## config.mk

```make
export PLATFORM = sky130hd
export DESIGN_NAME = cim_inst_scheduler
export DESIGN_NICKNAME = d
export VERILOG_FILES = /design/src/rtl/cim_inst_scheduler.sv
export SDC_FILE = /design/constraint.sdc
export NUM_CORES = 1
export LEC_CHECK = 0
export BUFFER_PORTS_ARGS = -buffer_cell sky130_fd_sc_hd__buf_2
export CORE_MARGIN = 8
export CORE_UTILIZATION = 60
export CTS_BUF_LIST = sky130_fd_sc_hd__clkbuf_2 sky130_fd_sc_hd__clkbuf_4 sky130_fd_sc_hd__clkbuf_8
export DETAILED_ROUTE_END_ITERATION = 10
export GPL_TIMING_DRIVEN = 1
export PLACE_DENSITY_LB_ADDON = 0.3
export SYNTH_ARGS = -nofsm -noshare
export SYNTH_HDL_FRONTEND = slang
export SYNTH_SLANG_ARGS = --single-unit
```

## constraint.sdc

```tcl
create_clock -name clk -period 7 [get_ports clk]
set_clock_uncertainty 0.05 [all_clocks]
set_input_delay 1.05 -clock clk [delete_from_list [all_inputs] [get_ports clk]]
set_output_delay 1.05 -clock clk [all_outputs]
set_load 0.05 [all_outputs]
```

## src/rtl/cim_inst_scheduler.sv

```systemverilog
// In-order CIM instruction issue controller: instruction FIFO, destination-tag scoreboard, drain FSM.
// Optional issue/stall statistics counters are built when CIM_SCHED_STATS_EN is defined.
module cim_inst_scheduler #(
   parameter int unsigned FIFO_DEPTH   = 4,
   parameter int unsigned MAX_INFLIGHT = 4,
   parameter int unsigned TAG_W        = $clog2(MAX_INFLIGHT),
   parameter int unsigned ADDR_W       = 9
) (
   input  logic              clk,
   input  logic              rst,
   input  logic              in_valid,
   output logic              in_ready,
   input  logic [31:0]       in_inst,
   output logic              iss_valid,
   input  logic              iss_ready,
   output logic [31:0]       iss_inst,
   output logic [TAG_W-1:0]  iss_tag,
   input  logic              cmp_valid,
   input  logic [TAG_W-1:0]  cmp_tag,
   input  logic              drain_req,
   output logic              drain_done,
   output logic              busy,
   output logic              err_tag
`ifdef CIM_SCHED_STATS_EN
   ,
   input  logic              stat_clr,
   output logic [15:0]       stat_issued,
   output logic [15:0]       stat_stall
`endif
);

   localparam int unsigned PTR_W = $clog2(FIFO_DEPTH);
   localparam int unsigned CNT_W = PTR_W + 1;
   localparam int unsigned OP_W  = 32 - 3 * ADDR_W;

   typedef enum logic {ST_RUN, ST_DRAIN} state_e;

   state_e                state_q, state_d;
   logic [31:0]           fifo_q [FIFO_DEPTH];
   logic [PTR_W-1:0]      wr_ptr_q, wr_ptr_d, rd_ptr_q, rd_ptr_d;
   logic [CNT_W-1:0]      count_q, count_d;
   logic [MAX_INFLIGHT-1:0] sb_vld_q, sb_vld_d;
   logic [ADDR_W-1:0]     sb_d1_q [MAX_INFLIGHT];
   logic                  hold_q, hold_d;
   logic [TAG_W-1:0]      hold_tag_q, hold_tag_d;
   logic                  err_q, err_d;

   logic [31:0]           head;
   logic [ADDR_W-1:0]     head_s1, head_s2, head_d1;
   logic                  empty, full, head_nop, hazard, sb_full, blocked;
   logic                  offer, issue, pop, push, free_found;
   logic [TAG_W-1:0]      free_tag, tag_sel;

   assign empty    = (count_q == '0);
   assign full     = (count_q == CNT_W'(FIFO_DEPTH));
   assign head     = fifo_q[rd_ptr_q];
   assign head_s1  = head[3*ADDR_W-1:2*ADDR_W];
   assign head_s2  = head[2*ADDR_W-1:ADDR_W];
   assign head_d1  = head[ADDR_W-1:0];
   assign head_nop = (head[31 -: OP_W] == '0);
   assign sb_full  = &sb_vld_q;

   // Head hazard against in-flight destinations and lowest free tag, both from registered scoreboard.
   always_comb begin
      hazard     = 1'b0;
      free_found = 1'b0;
      free_tag   = '0;
      for (int unsigned i = 0; i < MAX_INFLIGHT; i++) begin
         if (sb_vld_q[i] && (sb_d1_q[i] == head_s1 || sb_d1_q[i] == head_s2 || sb_d1_q[i] == head_d1))
            hazard = 1'b1;
         if (!sb_vld_q[i] && !free_found) begin
            free_tag   = TAG_W'(i);
            free_found = 1'b1;
         end
      end
   end

   // A held offer keeps its tag even if a lower entry frees up meanwhile.
   assign tag_sel  = hold_q ? hold_tag_q : free_tag;
   assign blocked  = hazard || sb_full;
   assign offer    = !empty && !head_nop && !blocked;
   assign issue    = offer && iss_ready;
   assign pop      = issue || (!empty && head_nop);
   assign push     = in_valid && in_ready;

   assign in_ready  = !full && (state_q == ST_RUN);
   assign iss_valid = offer;
   assign iss_inst  = offer ? head : '0;
   assign iss_tag   = offer ? tag_sel : '0;
   assign busy      = !empty || (|sb_vld_q) || (state_q == ST_DRAIN);
   assign err_tag   = err_q;

   always_comb begin
      wr_ptr_d   = wr_ptr_q + PTR_W'(push);
      rd_ptr_d   = rd_ptr_q + PTR_W'(pop);
      count_d    = count_q + CNT_W'(push) - CNT_W'(pop);
      hold_d     = offer && !iss_ready;
      hold_tag_d = tag_sel;
      sb_vld_d   = sb_vld_q;
      err_d      = err_q;
      if (cmp_valid) begin
         if (sb_vld_q[cmp_tag]) sb_vld_d[cmp_tag] = 1'b0;
         else                   err_d             = 1'b1;
      end
      if (issue) sb_vld_d[tag_sel] = 1'b1;
   end

   always_comb begin
      state_d    = state_q;
      drain_done = 1'b0;
      case (state_q)
         ST_RUN:   if (drain_req) state_d = ST_DRAIN;
         ST_DRAIN: if (empty && sb_vld_q == '0) begin
            state_d    = ST_RUN;
            drain_done = 1'b1;
         end
         default:  state_d = ST_RUN;
      endcase
   end

   always_ff @(posedge clk or posedge rst) begin
      if (rst) begin
         state_q    <= ST_RUN;
         wr_ptr_q   <= '0;
         rd_ptr_q   <= '0;
         count_q    <= '0;
         sb_vld_q   <= '0;
         hold_q     <= 1'b0;
         hold_tag_q <= '0;
         err_q      <= 1'b0;
      end else begin
         state_q    <= state_d;
         wr_ptr_q   <= wr_ptr_d;
         rd_ptr_q   <= rd_ptr_d;
         count_q    <= count_d;
         sb_vld_q   <= sb_vld_d;
         hold_q     <= hold_d;
         hold_tag_q <= hold_tag_d;
         err_q      <= err_d;
      end
   end

   // Storage arrays are qualified by count/valid bits, so they need no reset.
   always_ff @(posedge clk) begin
      if (push)  fifo_q[wr_ptr_q] <= in_inst;
      if (issue) sb_d1_q[tag_sel] <= head_d1;
   end

`ifdef CIM_SCHED_STATS_EN
   logic [15:0] stat_issued_q, stat_issued_d, stat_stall_q, stat_stall_d;
   logic        stall;

   assign stall       = !empty && !head_nop && blocked;
   assign stat_issued = stat_issued_q;
   assign stat_stall  = stat_stall_q;

   always_comb begin
      stat_issued_d = stat_issued_q;
      stat_stall_d  = stat_stall_q;
      if (stat_clr) begin
         stat_issued_d = '0;
         stat_stall_d  = '0;
      end else begin
         if (issue && stat_issued_q != 16'hFFFF) stat_issued_d = stat_issued_q + 16'd1;
         if (stall && stat_stall_q != 16'hFFFF)  stat_stall_d  = stat_stall_q + 16'd1;
      end
   end

   always_ff @(posedge clk or posedge rst) begin
      if (rst) begin
         stat_issued_q <= '0;
         stat_stall_q  <= '0;
      end else begin
         stat_issued_q <= stat_issued_d;
         stat_stall_q  <= stat_stall_d;
      end
   end
`endif

endmodule

```

# After elaboration in Yosys (flattened, before gate mapping)
# Memories as Yosys holds them, arrays and structs flattened.
# Cells that the tools add are included.
[classes] div=0 muxes=31 add_sub_neg=4 n_mul=0 order_cmp=4 n_reduce_logical=45 shift=0 n_eq_ne=13 bitwise_logic=5
[ops] cell="== test 9 bit" n=12
[ops] cell="2-to-1 mux 32 bit" n=1
[ops] cell="2-to-1 mux 1 bit" n=19
[ops] cell="logical AND 1 bit" n=17
[ops] cell="logical OR 1 bit" n=12
[ops] cell="2-to-1 mux 4 bit" n=3
[ops] cell="zero test 1 bit" n=10
[ops] cell="2-to-1 mux 2 bit" n=4
[ops] cell="< comparator 2 x 3 -> 1 bit, second input constant" n=2
[ops] cell="zero test 5 bit" n=1
[ops] cell="adder 2 x 1 -> 2 bit" n=2
[ops] cell="bitwise AND 4 bit" n=1
[ops] cell="demux 1 bit (select 2 bit)" n=2
[ops] cell=">= comparator 2 x 1 -> 1 bit, second input constant" n=2
[ops] cell="zero test 4 bit" n=1
[ops] cell="NOT 4 bit" n=1
[ops] cell="bitwise OR 4 bit" n=1
[ops] cell="AND reduction 4 bit" n=1
[ops] cell="OR reduction 4 bit" n=1
[ops] cell="adder 3 x 1 -> 3 bit" n=1
[ops] cell="== test 3 bit, second input constant" n=1
[ops] cell="zero test 3 bit" n=1
[ops] cell="subtractor 3 x 1 -> 3 bit" n=1
[ops] cell="binary-select mux 1 bit (select 2 bit)" n=1
[ops] cell="3 further kinds" n=4
[word_totals] output_inout_bits=39 latch_bits=0 ff_bits=16 mem_count=2 rom_bits=0 ramBits=164
[memory_table] memory="fifo_q" words=4 word_bits=32 rd=1 rd_ports_with_merged_regs=0 write_ports=1 line_no="39" rtl="logic [31:0] fifo_q [FIFO_DEPTH];"
[memory_table] memory="sb_d1_q" words=4 word_bits=9 rd=4 rd_ports_with_merged_regs=0 write_ports=1 line_no="43" rtl="logic [ADDR_W-1:0] sb_d1_q [MAX_INFLIGHT];"

# Logic depth before layout (Yosys ltp)
# Gate-level depths: netlist of the first run.
[depth] word_depth=16 ltp_mapped=17

# Worst setup path before layout of the first run
# OpenSTA, ideal clock, no wires.
[synth_timing] kind="register to output" start="register rd_ptr_q[0]" end="output iss_inst[20]" t_required_ns=5.900 slack_ns=2.064 arrival_ns=3.836 path_buffers=4 stages_incl_launch_ff=13 path_cell_list="dfrtp_1 buf_6 buf_12 mux4_2 buf_6 xor2_2 nor4_1 nand4_1 o21ai_2 nor4_4 nand3_2 buf_6 nor4bb_1"
[synth_via] elab_cells_between_ends=36 classes_between="eq/ne: 12; mux: 5; reduce/logical: 18; memory: 1"
[synth_lines] item="from (decl)" line_no="40" rtl="logic [PTR_W-1:0] wr_ptr_q, wr_ptr_d, rd_ptr_q, rd_ptr_d;"
[synth_lines] item="from (signal assigned)" line_no="134" rtl="rd_ptr_q <= rd_ptr_d;"
[synth_lines] item="memory (4 x 32 bit) (*)"
[synth_lines] item="named net head[4]" line_no="48" rtl="logic [31:0] head;"
[synth_lines] item="== test 9 bit" line_no="69" rtl="if (sb_vld_q[i] && (sb_d1_q[i] == head_s1 || sb_d1_q[i] == head_s2 || sb_d1_q[i] == head_d1))"
[synth_lines] item="logical OR 1 bit" line_no="69"
[synth_lines] item="logical AND 1 bit" line_no="69"
[synth_lines] item="2-to-1 mux 1 bit (3 in a row)" line_no="69"
[synth_lines] item="2-to-1 mux 1 bit (*)" line_no="69"
[synth_lines] item="logical OR 1 bit (*)" line_no="80" rtl="assign blocked = hazard || sb_full;"
[synth_lines] item="zero test 1 bit (*)" line_no="81" rtl="assign offer = !empty && !head_nop && !blocked;"
[synth_lines] item="logical AND 1 bit (*)" line_no="81"
[synth_lines] item="2-to-1 mux 32 bit (*)" line_no="88" rtl="assign iss_inst = offer ? head : '0;"
[synth_lines] item="to (decl)" line_no="16" rtl="output logic [31:0] iss_inst,"
# The timed path passes the listed nets; every way through them passes the cells marked *.

# Final worst setup path of the first run
[layout_timing] start="register rd_ptr_q[0]" end="output iss_inst[13]"
[layout_via] elab_chain_len=13 elab_cells_between_ends=36 classes_between="eq/ne: 12; mux: 5; reduce/logical: 18; memory: 1"
[layout_lines] item="memory (4 x 32 bit) (*)"
[layout_lines] item="== test 9 bit" line_no="69"
[layout_lines] item="logical OR 1 bit (2 in a row)" line_no="69"
[layout_lines] item="logical AND 1 bit" line_no="69"
[layout_lines] item="2-to-1 mux 1 bit (4 in a row)" line_no="69"
[layout_lines] item="logical OR 1 bit" line_no="80"
[layout_lines] item="zero test 1 bit" line_no="81"
[layout_lines] item="logical AND 1 bit" line_no="81"
[layout_lines] item="2-to-1 mux 32 bit (*)" line_no="88"
# Every way passes the cells marked *; elsewhere a longest branch is shown, timed or not.

==> results.txt, run 1 <==
----------------------------------------------------
[Place]
  Pre-CTS setup slack ... 1.494 ns
  Placed instance area ... between 0.009 and 0.01 sq mm
  Number of buffer cells added on primary ports ... a little under 80
  Estimated wirelength of the detail-placed design ... 13780 um
  Global placement routability congestion ... between 0.9 and 1
  Cells after DPL ... roughly 810

[Synthesis]
  Flip-flop and latch count after synthesis ... 180
  Dominant register cell in the synthesized netlist ... sky130_fd_sc_hd__edfxtp_1
  Average cell area after synthesis ... 15.31 sq um
  Count of flip-flops with a built-in enable after synthesis ... 164
  Synthesized cell area ... roughly 0.0087 sq mm
  Count leader, synth ... sky130_fd_sc_hd__edfxtp_1
  Count of synthesis-stage warnings from yosys ... 0
  Top post-synthesis cells by count ... 164 x sky130_fd_sc_hd__edfxtp_1, 59 x sky130_fd_sc_hd__xor2_1, 56 x sky130_fd_sc_hd__xnor2_1, 33 x sky130_fd_sc_hd__nor3_1, 31 x sky130_fd_sc_hd__inv_1
  Asr flop ratio synth ... 8.889%
  Area fraction of the dominant cell type after synthesis ... 56.64%
  Mapped Nets ... around 600
  Post-synth top area cell ... sky130_fd_sc_hd__edfxtp_1
  Gate count of the mapped netlist ... between 500 and 600
  Cell types occupying the most area after synthesis ... sky130_fd_sc_hd__edfxtp_1 57%, sky130_fd_sc_hd__mux4_2 7.8%, sky130_fd_sc_hd__xor2_1 5.9%
  Number of distinct standard cells referenced by the synthesized netlist ... 57
  Register area share after synthesis ... approximately 60%

[Setup path]
  Slowest library cell on the worst path ... sky130_fd_sc_hd__dfrtp_2
  Endpoint kind of the worst setup timing path ... output port
  Critical setup path kind ... register to output port
  Critical path data arrival time ... 4.89 ns
  Critical path cell sequence ... buf_4 -> mux4_2 -> xnor2_1 -> o211ai_1 -> o21ai_2 -> nor4_4 -> nand3_2 -> nor4bb_1 -> buf_2
  Worst reg2reg startpoint ... rd_ptr_q[0]$_DFF_PP0_
  First element of the critical path ... rd_ptr_q[0]$_DFF_PP0_
  Data required time of the worst path ... a little under 6 ns
  Crit path max fanout ... 44
  Highest cell delay on the worst timing path ... 1.05 ns
  Critical path launch point type ... register

[GRT]
  Global-route wire length before repair ... 30590 um
  Total grt overflow ... 0
  Initial antenna violation count ... 0
  Pin count of the biggest net entering global routing ... 45
  Vias in the first global route ... 5426
  Global routing usage summed across all routing layers ... 22.40%

[Route]
  Residual DRC ... 0
  Via total after detailed routing ... between 5000 and 6000
  Detailed Routing Iterations Pass 1 ... 4
  WL/cell ... 23.34 um
  DRC violation total after the first TritonRoute iteration ... between 500 and 600
  Routed WL ... approximately 20000 um
  Mean number of vias per cell ... between 6 and 7
  Remaining antenna violation count ... 0

[Power]
  Tot Pwr ... about 4600 uW
  Pleak ... around 0.0035 uW
  Worst IR drop on VDD ... 234.3 uV
  Pwr/cell area ... around 470 mW/mm^2

[Cells and area]
  Count of inserted antenna diode cells ... 0
  Fillcell total ... between 1000 and 1500
  Area growth syn-to-layout ... 10.45%
  Final non-filler cell total ... approximately 840
  Total Nets Final ... around 690
  Final instance area ... between 0.009 and 0.01 sq mm
  Fraction of final layout cells with drive strength greater than 1 ... 25.95%

[STA]
  Maximum clock rate ... about 0.17 GHz
  Final worst-path cycle share ... ~86%
  Hold Violations, Final ... 0
  Count of final max-slew check failures ... 0
  Crit path time final ... roughly 6.0 ns
  Total Neg Setup Slack ... 0 ns
  Least-Margin Pin Slew ... between 1 and 1.5 ns
  Relative max-transition margin ... between 20% and 30%
  Endpoints failing setup ... 0
  Unrepaired setup endpoints after global routing ... no
  Setup WS post-layout ... 1.011 ns

[Hold path]
  Hold Crit Class ... register to register
  Source of the worst hold timing path ... err_tag$_DFFE_PP0P_

[Die]
  Top Ports ... just under 80
  Full die area ... 0.01860 sq mm
  Initial core utilization ... roughly three fifths
  Num rows ... 44
  Core area ... about 0.014 sq mm
  Die Ht ... about 140 um
  Width of the die ... approximately 140 um

[Run status]
  Status ... finished, final reports clean

[Clock tree]
  Buffers inserted during post-CTS setup optimization ... 0
  Number of buffers added by the clock tree synthesis step ... 17
  CTS tree ... built
  Later-pin clock latency in the skew report ... approximately 0.47 ns
  Number of hold buffers added after CTS ... 0
  Register clock-pin slew on the reported worst setup and hold paths ... approximately 0.1 ns
  Max H-tree Level ... 4
  Library cell used as clock root buffer ... sky130_fd_sc_hd__clkbuf_8
  Largest buffer count on any clock path ... 2
  Number of clock sinks ... 180
  Gates resized, CTS repair ... 0

[Flow run]
  Number of violations of the max-capacitance limit ... 0

----------------------------------------------------
==> through the flow <==
step	hold WS [ns]	util (%)
2_1_floorplan	0.4398	-
3_3_place_gp	0.4077	63.90
3_5_place_dp	0.4276	63.90
4_1_cts	0.4523	66.83
5_1_grt	0.4525	66.83
6_report	0.4369	66.83
==> flip-flops by register name, indices dropped and copies added (netlist names) <==
name	cells
rd_ptr_q	2
sb_d1_q	36
state_q	1
hold_q	1
hold_tag_q	2
err_tag	1
count_q	3
sb_vld_q	4
wr_ptr_q	2
fifo_q	128
==> layout make-up <==
type	instances	area [sq um]	area share [%]
Sequential cell	180	5328	55.48
Clock buffer	17	234.0	2.436
Clock inverter	15	187.7	1.954
Multi-Input combinational cell	325	3020	31.45
Inverter	32	122.6	1.277
Timing Repair Buffer	90	480.5	5.003
Tap cell	184	230.2	2.397
==> report_power, final <==
group	internal [uW]	leakage [uW]	switching, uW
clock network	334	0.000211	404
logic	762	0.00159	1480
registers	1330	0.00166	238
total	2430	0.00347	2120
==> critical path, delay by kind of cell, from the launching register on <==
kind	cells	cell delay, ns
muxes	1	0.64
AOI/OAI and AO/OA	2	0.20
DFF	1	1.05
xor gates and xnor gates	1	0.17
buffers and inverters	2	0.70
and+or+nand+nor	3	1.61
==> placed cells by master (no fill, tap or decap), types with 9 or more instances in the layout <==
cell / synthesis / layout
sky130_fd_sc_hd__nand4_1: 9 / 9
sky130_fd_sc_hd__clkbuf_8: 0 / 17
sky130_fd_sc_hd__nor4_1: 15 / 15
sky130_fd_sc_hd__inv_1: 31 / 31
sky130_fd_sc_hd__mux4_2: 30 / 30
sky130_fd_sc_hd__edfxtp_1: 164 / 164
sky130_fd_sc_hd__nor2_1: 9 / 9
sky130_fd_sc_hd__buf_4: 5 / 12
sky130_fd_sc_hd__buf_2: 6 / 78
sky130_fd_sc_hd__nand2_1: 12 / 12
sky130_fd_sc_hd__xnor2_1: 56 / 56
sky130_fd_sc_hd__mux2i_1: 23 / 23
sky130_fd_sc_hd__nor3_1: 33 / 32
sky130_fd_sc_hd__dfrtp_1: 16 / 14
sky130_fd_sc_hd__xor2_1: 59 / 59
==> layer usage <==
metal	GRT usage, %	vias to the layer above	part of all wire (%)
met2	35.94	198	50
met1	28.44	2590	42
met5	0	-	0
li1	-	2293	-
met3	6.098	40	6.5
met4	8.908	0	2.2
==> final timing paths <==
check / end / slack, ns / cells past startpoint
worst max register to register: sb_d1_q[1][6]$_DFFE_PP_ / 2.12 / 9
max in group asynchronous: rd_ptr_q[1]$_DFF_PP0_ / 5.85 / 2
worst max-delay path: iss_inst[13] / 1.01 / 9
min in group asynchronous: count_q[2]$_DFF_PP0_ / 0.59 / 2
worst min-delay path: err_tag$_DFFE_PP0P_ / 0.44 / 1
worst min register to register: err_tag$_DFFE_PP0P_ / 0.44 / 1
==> kinds of logic (layout without fill, tap and decap cells) <==
logic type | after synthesis | in the layout | synth area share, %
buffers and inverters | 63 | 154 | 4.188
muxes | 57 | 57 | 10.98
AOI/OAI and AO/OA | 35 | 35 | 3.137
adders and majority gates | 5 | 5 | 0.8059
and+or+nand+nor | 110 | 110 | 7.498
DFF | 180 | 180 | 61.25
xor gates and xnor gates | 118 | 118 | 12.15
Note: power is estimated with default switching activity, not from simulation.
==> inputs of run 2 (changes only) <==
Settings changed: ABC_AREA from default to 1.
Clock period 7 ns to 7.7 ns, I/O delays scaled along.
==> results.txt, run 2 <==
----------------------------------------------------
[Run status]
  Status ... finished, final reports clean

[Route]
  Remaining antenna violation count ... 0 (unchanged)
  Detailed Routing Iterations Pass 1 ... 6 (+2)
  Mean number of vias per cell ... 5.728 (-5.7%)
  DRC violation total after the first TritonRoute iteration ... 999 (+81%)
  Routed WL ... 22680 um (+15%)
  WL/cell ... 18.63 um (-20%)
  Residual DRC ... 0 (unchanged)
  Via total after detailed routing ... 6971 (+36%)

[Setup path]
  Critical path data arrival time ... 4.30 ns (-0.59 ns)
  Register-to-Register Setup Slack ... 3.24 ns (+1.12 ns)
  Data required time of the worst path ... 6.49 ns (+0.59 ns)
  Critical path launch point type ... register
  Critical setup path kind ... register to output port
  Worst reg2reg startpoint ... rd_ptr_q[1]$_DFF_PP0_
  Endpoint of the worst-slack reg-to-reg timing path ... count_q[2]$_DFF_PP0_
  Crit path max fanout ... 37 (-16%)
  Worst reg2reg path depth ... 21 (+12)
  Endpoint kind of the worst setup timing path ... output port

[STA]
  Crit path time final ... ~5.5 ns
  Least-Margin Pin Slew ... 1.117 ns (-0.06698 ns)
  Count of final max-slew check failures ... 0 (unchanged)
  Total Neg Setup Slack ... 0 ns (unchanged)
  Hold Violations, Final ... 0 (unchanged)
  Maximum clock rate ... between 0.15 and 0.2 GHz
  Worst Hold Margin ... 0.4329 ns (-0.003939 ns)
  Endpoints failing setup ... 0 (unchanged)
  Relative max-transition margin ... 25.55% (+5.1 points)
  Setup WS post-layout ... 2.198 ns (+1.187 ns)
  Final worst-path cycle share ... 71.45%
  Unrepaired setup endpoints after global routing ... no

[Die]
  Top Ports ... 79 (unchanged)
  Num rows ... 45 (+2.3%)
  Full die area ... 0.01965 sq mm (+5.7%)
  Die Ht ... 140.2 um (+2.8%)
  Core area ... 0.01515 sq mm (+5.4%)
  Initial core utilization ... 61.10% (+0.59 points)
  Width of the die ... 140.2 um (+2.8%)

[Clock tree]
  Later-pin clock latency in the skew report ... 0.47 ns (about the same)
  Number of buffers added by the clock tree synthesis step ... 17 (unchanged)
  Max H-tree Level ... 4 (unchanged)
  Gates resized, CTS repair ... 0 (unchanged)
  Number of hold buffers added after CTS ... 0 (unchanged)
  Library cell used as clock root buffer ... sky130_fd_sc_hd__clkbuf_8
  Largest buffer count on any clock path ... 2 (unchanged)
  Register clock-pin slew on the reported worst setup and hold paths ... 0.10 ns (about the same)
  Number of clock sinks ... 180 (unchanged)
  CTS tree ... built
  Buffers inserted during post-CTS setup optimization ... 0 (unchanged)

[GRT]
  Global-route wire length before repair ... 35360 um (+16%)
  Top Usage Layer GRT ... met2
  Met1 track utilization from global routing ... 33.77% (+5.3 points)
  Total grt overflow ... 0 (unchanged)
  Met2 demand-to-capacity share in global routing ... 34.35% (-1.6 points)
  Global routing usage summed across all routing layers ... 23.46% (+1.1 points)
  Global Route met3 Usage ... 5.029% (-1.1 points)
  Vias in the first global route ... 6401 (+18%)
  Initial antenna violation count ... 0 (unchanged)
  Pin count of the biggest net entering global routing ... 66 (+47%)

[Flow run]
  Number of violations of the max-capacitance limit ... 0 (unchanged)

[Synthesis]
  Synthesized cell area ... 0.009254 sq mm (+6.4%)
  Register area share after synthesis ... 57.54% (-3.7 points)
  Mapped Nets ... 980 (+60%)
  Number of distinct standard cells referenced by the synthesized netlist ... 33 (-42%)
  Count leader, synth ... sky130_fd_sc_hd__nand2_1
  Area fraction of the dominant cell type after synthesis ... 53.22% (-3.4 points)
  Top post-synthesis cells by count ... 307 x sky130_fd_sc_hd__nand2_1, 164 x sky130_fd_sc_hd__edfxtp_1, 138 x sky130_fd_sc_hd__nand3_1, 72 x sky130_fd_sc_hd__inv_1, 47 x sky130_fd_sc_hd__nor2_1
  Cell types occupying the most area after synthesis ... sky130_fd_sc_hd__edfxtp_1 53%, sky130_fd_sc_hd__nand2_1 12%, sky130_fd_sc_hd__nand3_1 7.5%
  Flip-flop and latch count after synthesis ... 180 (unchanged)
  Count of flip-flops with a built-in enable after synthesis ... 164 (unchanged)
  Average cell area after synthesis ... 9.897 sq um (-35%)
  Gate count of the mapped netlist ... 935 (+65%)
  Asr flop ratio synth ... 8.889% (unchanged)
  Count of synthesis-stage warnings from yosys ... 0 (unchanged)
  Dominant register cell in the synthesized netlist ... sky130_fd_sc_hd__edfxtp_1
  Post-synth top area cell ... sky130_fd_sc_hd__edfxtp_1

[Cells and area]
  Largest regs ... fifo_q x128, sb_d1_q x36, sb_vld_q x4
  Area growth syn-to-layout ... 9.491%
  Most common cell after layout, fill and taps aside ... sky130_fd_sc_hd__nand2_1
  Total Nets Final ... 1061 (+54%)
  Count of inserted antenna diode cells ... 0 (unchanged)
  Largest register FFs ... 128 (unchanged)
  Most frequent cells in the layout ... 307 x sky130_fd_sc_hd__nand2_1, 164 x sky130_fd_sc_hd__edfxtp_1, 138 x sky130_fd_sc_hd__nand3_1
  Fraction of final layout cells with drive strength greater than 1 ... 21.57% (-4.4 points)
  Register containing the most flip-flops in the final layout ... fifo_q

[Hold path]
  WHS Endpoint ... err_tag$_DFFE_PP0P_
  Source of the worst hold timing path ... err_tag$_DFFE_PP0P_
  Hold Crit Class ... register to register
  Worst hold path depth ... 1 (unchanged)

[Place]
  Pre-CTS setup slack ... 2.771 ns (+1.277 ns)
  Estimated wirelength of the detail-placed design ... 16060 um (+17%)
  Global placement routability congestion ... 0.9594 (+0.37%)
  Number of buffer cells added on primary ports ... 78 (unchanged)

----------------------------------------------------
-- run 2: changes by cell type after synthesis, sizes merged, moves of 7 or more --
cell / previous run / this run
clkbuf: 7 / 0
nor2: 9 / 78
nor4bb: 8 / 0
inv: 32 / 77
xnor2: 56 / 1
xor2: 62 / 23
mux2i: 23 / 0
nand2: 12 / 333
nand3: 8 / 175
nor3: 33 / 6
mux4: 30 / 0
nor4: 17 / 0
-- run 2: how the worst max path moves through the flow --
| stage | from | to | slack (ns) | depth (start not counted) |
|---|---|---|---|---|
| 2_1_floorplan | count_q[1]$_DFF_PP0_ | fifo_q[0][0]$_DFFE_PP_ | 3.40 | 4 |
| 3_3_place_gp | rd_ptr_q[1]$_DFF_PP0_ | iss_inst[1] | 2.78 | 16 |
| 3_5_place_dp | rd_ptr_q[1]$_DFF_PP0_ | iss_inst[0] | 2.77 | 16 |
| 4_1_cts | rd_ptr_q[1]$_DFF_PP0_ | iss_inst[1] | 2.24 | 16 |
| 5_1_grt | rd_ptr_q[1]$_DFF_PP0_ | iss_inst[1] | 1.88 | 16 |
| 6_report | rd_ptr_q[1]$_DFF_PP0_ | iss_inst[0] | 2.20 | 16 |
-- run 2: kinds of logic (layout without fill, tap and decap cells) --
logic type | after synthesis | after routing | synth area share [%]
and+or+nand+nor | 605 | 605 | 32.17
buffers and inverters | 99 | 193 | 5.625
adders and majority gates | 5 | 5 | 0.7572
AOI/OAI and AO/OA | 22 | 22 | 1.636
DFF | 180 | 180 | 57.54
xor gates and xnor gates | 24 | 24 | 2.271
-- run 2: critical path, stage by stage, from the launching register on --
cell and delay [ns]:
sky130_fd_sc_hd__dfrtp_1 0.37, sky130_fd_sc_hd__buf_4 0.27, sky130_fd_sc_hd__inv_2 0.73, sky130_fd_sc_hd__nand3_1 0.40
sky130_fd_sc_hd__nand2_2 0.31, sky130_fd_sc_hd__nand2_1 0.09, sky130_fd_sc_hd__nand2_1 0.07, sky130_fd_sc_hd__nand2_1 0.05
sky130_fd_sc_hd__nor2_1 0.16, sky130_fd_sc_hd__nand3_1 0.10, sky130_fd_sc_hd__nand3_1 0.09, sky130_fd_sc_hd__nand2_1 0.06
sky130_fd_sc_hd__nand3_2 0.13, sky130_fd_sc_hd__nor2_8 0.06, sky130_fd_sc_hd__inv_4 0.56, sky130_fd_sc_hd__nor2_1 0.08
sky130_fd_sc_hd__buf_2 0.24
-- run 2: final cells by class --
cell class | instances | area (sq um)
Sequential cell | 180 | 5326
Timing Repair Buffer | 84 | 435.4
Clock inverter | 13 | 166.4
Inverter | 77 | 291.5
Multi-Input combinational cell | 656 | 3428
Clock buffer | 19 | 249.0
Fill cell | 1192 | 5014
Tap cell | 188 | 235.2
-- run 2: through the flow --
stage	std cells	instance area (sq um)	util (%)
after CTS	1217	10130	66.90
final	1217	10130	66.90
after global placement	1185	9717	64.16
after detailed placement	1185	9717	64.16
after floorplan	935	9254	-
after global routing	1217	10130	66.90
-- run 2: layer usage --
layer / routed length, um / share of wire [%] / vias to the layer above
met1: 9931 / 44 / 3243
li1: - / - / 3308
met5: 0 / 0 / -
met4: 518 / 2.3 / 0
met2: 10160 / 45 / 373
met3: 2072 / 9.1 / 47
Power of run 2 is left out: the tool's default activity adds up to more than one toggle a clock period on the data nets, which glitch-free logic cannot reach.
==> inputs of run 3 (changes only) <==
Settings changed: CORE_UTILIZATION 60 to 56.
Clock period 7.7 ns to 4.8 ns, I/O delays scaled along.
==> results.txt, run 3 (same netlist as run 2, synthesis figures left out) <==
----------------------------------------------------
[Setup path]
  Highest cell delay on the worst timing path ... 0.52 ns (-0.21 ns)
  Critical path cell sequence ... buf_4 -> nand2_1 -> nand3_1 -> nand2_2 -> inv_1 -> nand2_1 -> nand2_1 -> inv_1 -> nand3_1 -> nor2_1 -> nor2_1 -> nand2_1 -> nand2_1 -> nand2_2 -> nor2_8 -> inv_6 -> nor2_1 -> buf_2
  Crit path max fanout ... 65 (+76%)
  Kind of cell adding the most delay to the critical path ... simple AND/OR/NAND/NOR gates
  Worst reg2reg path depth ... 23 (+9.5%)
  CP most frequent cell ... sky130_fd_sc_hd__nand2_1
  Worst reg2reg startpoint ... rd_ptr_q[0]$_DFF_PP0_
  Register-to-Register Setup Slack ... 0.94 ns (-2.30 ns)
  Data required time of the worst path ... 4.03 ns (-2.46 ns)
  Buffering stage count on the worst path with inverters included ... 5 (+1)
  Endpoint of the worst-slack reg-to-reg timing path ... count_q[2]$_DFF_PP0_
  Endpoint kind of the worst setup timing path ... output port
  Slowest library cell on the worst path ... sky130_fd_sc_hd__buf_4
  Critical path data arrival time ... 3.60 ns (-0.70 ns)
  Critical setup path kind ... register to output port
  Critical path launch point type ... register

[Die]
  Initial core utilization ... 56.60% (-4.5 points)
  Num rows ... 47 (+4.4%)
  Full die area ... 0.02089 sq mm (+6.3%)
  Die Ht ... 144.6 um (+3.1%)
  Core area ... 0.01635 sq mm (+7.9%)
  Top Ports ... 79 (unchanged)
  Width of the die ... 144.6 um (+3.1%)

[Flow run]
  Number of violations of the max-capacitance limit ... 0 (unchanged)

[Cells and area]
  Largest register FFs ... 128 (unchanged)
  Most frequent cells in the layout ... 307 x sky130_fd_sc_hd__nand2_1, 164 x sky130_fd_sc_hd__edfxtp_1, 138 x sky130_fd_sc_hd__nand3_1
  Largest regs ... fifo_q x128, sb_d1_q x36, sb_vld_q x4
  Fillcell total ... 1410 (+18%)
  Area of the multi-input gates ... 0.003428 sq mm (unchanged)
  Most common cell after layout, fill and taps aside ... sky130_fd_sc_hd__nand2_1
  Fraction of final layout cells with drive strength greater than 1 ... 21.80% (+0.23 points)
  Register containing the most flip-flops in the final layout ... fifo_q
  Area of all sequential standard cells ... 0.005326 sq mm (unchanged)
  Total Nets Final ... 1064 (+0.28%)
  Area growth syn-to-layout ... 10.23%
  Count of inserted antenna diode cells ... 0 (unchanged)

[Route]
  Via total after detailed routing ... 6955 (-0.23%)
  Mean number of vias per cell ... 5.555 (-3.0%)
  Remaining antenna violation count ... 0 (unchanged)
  Residual DRC ... 0 (unchanged)
  Detailed Routing Iterations Pass 1 ... 7 (+1)
  Routed WL ... 23320 um (+2.8%)
  WL/cell ... 18.62 um (about the same)
  DRC violation total after the first TritonRoute iteration ... 774 (-23%)

[STA]
  Final worst-path cycle share ... just over 90%
  Total Neg Setup Slack ... 0 ns (unchanged)
  Relative max-transition margin ... 52.52% (+27 points)
  Count of final max-slew check failures ... 0 (unchanged)
  Unrepaired setup endpoints after global routing ... no
  Least-Margin Pin Slew ... 0.7122 ns (-0.4046 ns)
  Crit path time final ... 4.366 ns
  Hold Violations, Final ... 0 (unchanged)
  Maximum clock rate ... 0.2291 GHz
  Endpoints failing setup ... 0 (unchanged)

[GRT]
  Initial antenna violation count ... 0 (unchanged)
  Total grt overflow ... 0 (unchanged)
  Vias in the first global route ... 6589 (+2.9%)
  Pin count of the biggest net entering global routing ... 66 (unchanged)
  Global routing usage summed across all routing layers ... 23.15% (-0.32 points)
  Global-route wire length before repair ... 35940 um (+1.6%)

[Place]
  Estimated wirelength of the detail-placed design ... 16250 um (+1.2%)
  Global placement routability congestion ... 0.9702 (+1.1%)
  Number of buffer cells added on primary ports ... 78 (unchanged)

[Clock tree]
  Largest buffer count on any clock path ... 2 (unchanged)
  Buffers inserted during post-CTS setup optimization ... 0 (unchanged)
  Max H-tree Level ... 4 (unchanged)
  Register clock-pin slew on the reported worst setup and hold paths ... 0.11 ns (about the same)
  CTS tree ... built
  Later-pin clock latency in the skew report ... 0.47 ns (about the same)
  Number of buffers added by the clock tree synthesis step ... 17 (unchanged)
  Number of clock sinks ... 180 (unchanged)
  Library cell used as clock root buffer ... sky130_fd_sc_hd__clkbuf_8

[Run status]
  Status ... finished, final reports clean

[Hold path]
  Hold Crit Class ... input port to asynchronous set/reset pin

----------------------------------------------------
-- run 3: layer usage --
metal / track usage (%) / up-vias / wire (um)
li1: - / 3317 / -
met1: 31.39 / 3282 / 9973
met2: 35.54 / 325 / 10740
met3: 5.183 / 31 / 1985
met4: 9.036 / 0 / 618
met5: 0 / - / 0
-- run 3: how the worst max path moves through the flow --
| stage | from | endpoint | slack (ns) | depth (start not counted) |
|---|---|---|---|---|
| after floorplan | count_q[1]$_DFF_PP0_ | fifo_q[0][0]$_DFFE_PP_ | 0.50 | 4 |
| after global placement | rd_ptr_q[0]$_DFF_PP0_ | iss_inst[1] | 0.87 | 17 |
| after detailed placement | rd_ptr_q[0]$_DFF_PP0_ | iss_inst[1] | 0.83 | 17 |
| after CTS | rd_ptr_q[0]$_DFF_PP0_ | iss_inst[1] | 0.29 | 17 |
| after global routing | rd_ptr_q[0]$_DFF_PP0_ | iss_inst[1] | 0.17 | 18 |
| final | rd_ptr_q[0]$_DFF_PP0_ | iss_inst[1] | 0.43 | 18 |
-- run 3: stage by stage --
| stage | setup WS [ns] | util [%] | instances | hold slack, ns | area [sq um] |
|---|---|---|---|---|---|
| finish | 0.4343 | 62.40 | 1252 | 0.2557 | 10200 |
| global route | 0.1682 | 62.40 | 1252 | 0.2952 | 10200 |
| CTS | 0.2914 | 62.38 | 1252 | 0.2690 | 10200 |
| detailed placement | 0.8291 | 59.97 | 1220 | 0.4137 | 9804 |
| global placement | 0.8684 | 59.97 | 1220 | 0.4092 | 9804 |
| floorplan | 0.4968 | - | 935 | 0.4145 | 9254 |
-- run 3: final cells by class --
class,count,share of cell area (%)
clock buffers,17,2.294
clock inverters,15,1.570
inverters,77,2.882
multi-input cells,656,33.61
flip-flops and latches,180,52.21
well taps,220,2.698
repair buffers,87,4.734
-- run 3: timing repair --
action	4_1_cts	5_1_grt
hold buffers	0	0
resized for setup	0	1
setup endpoints to repair	0	1
Power of run 3 is left out for the same reason.
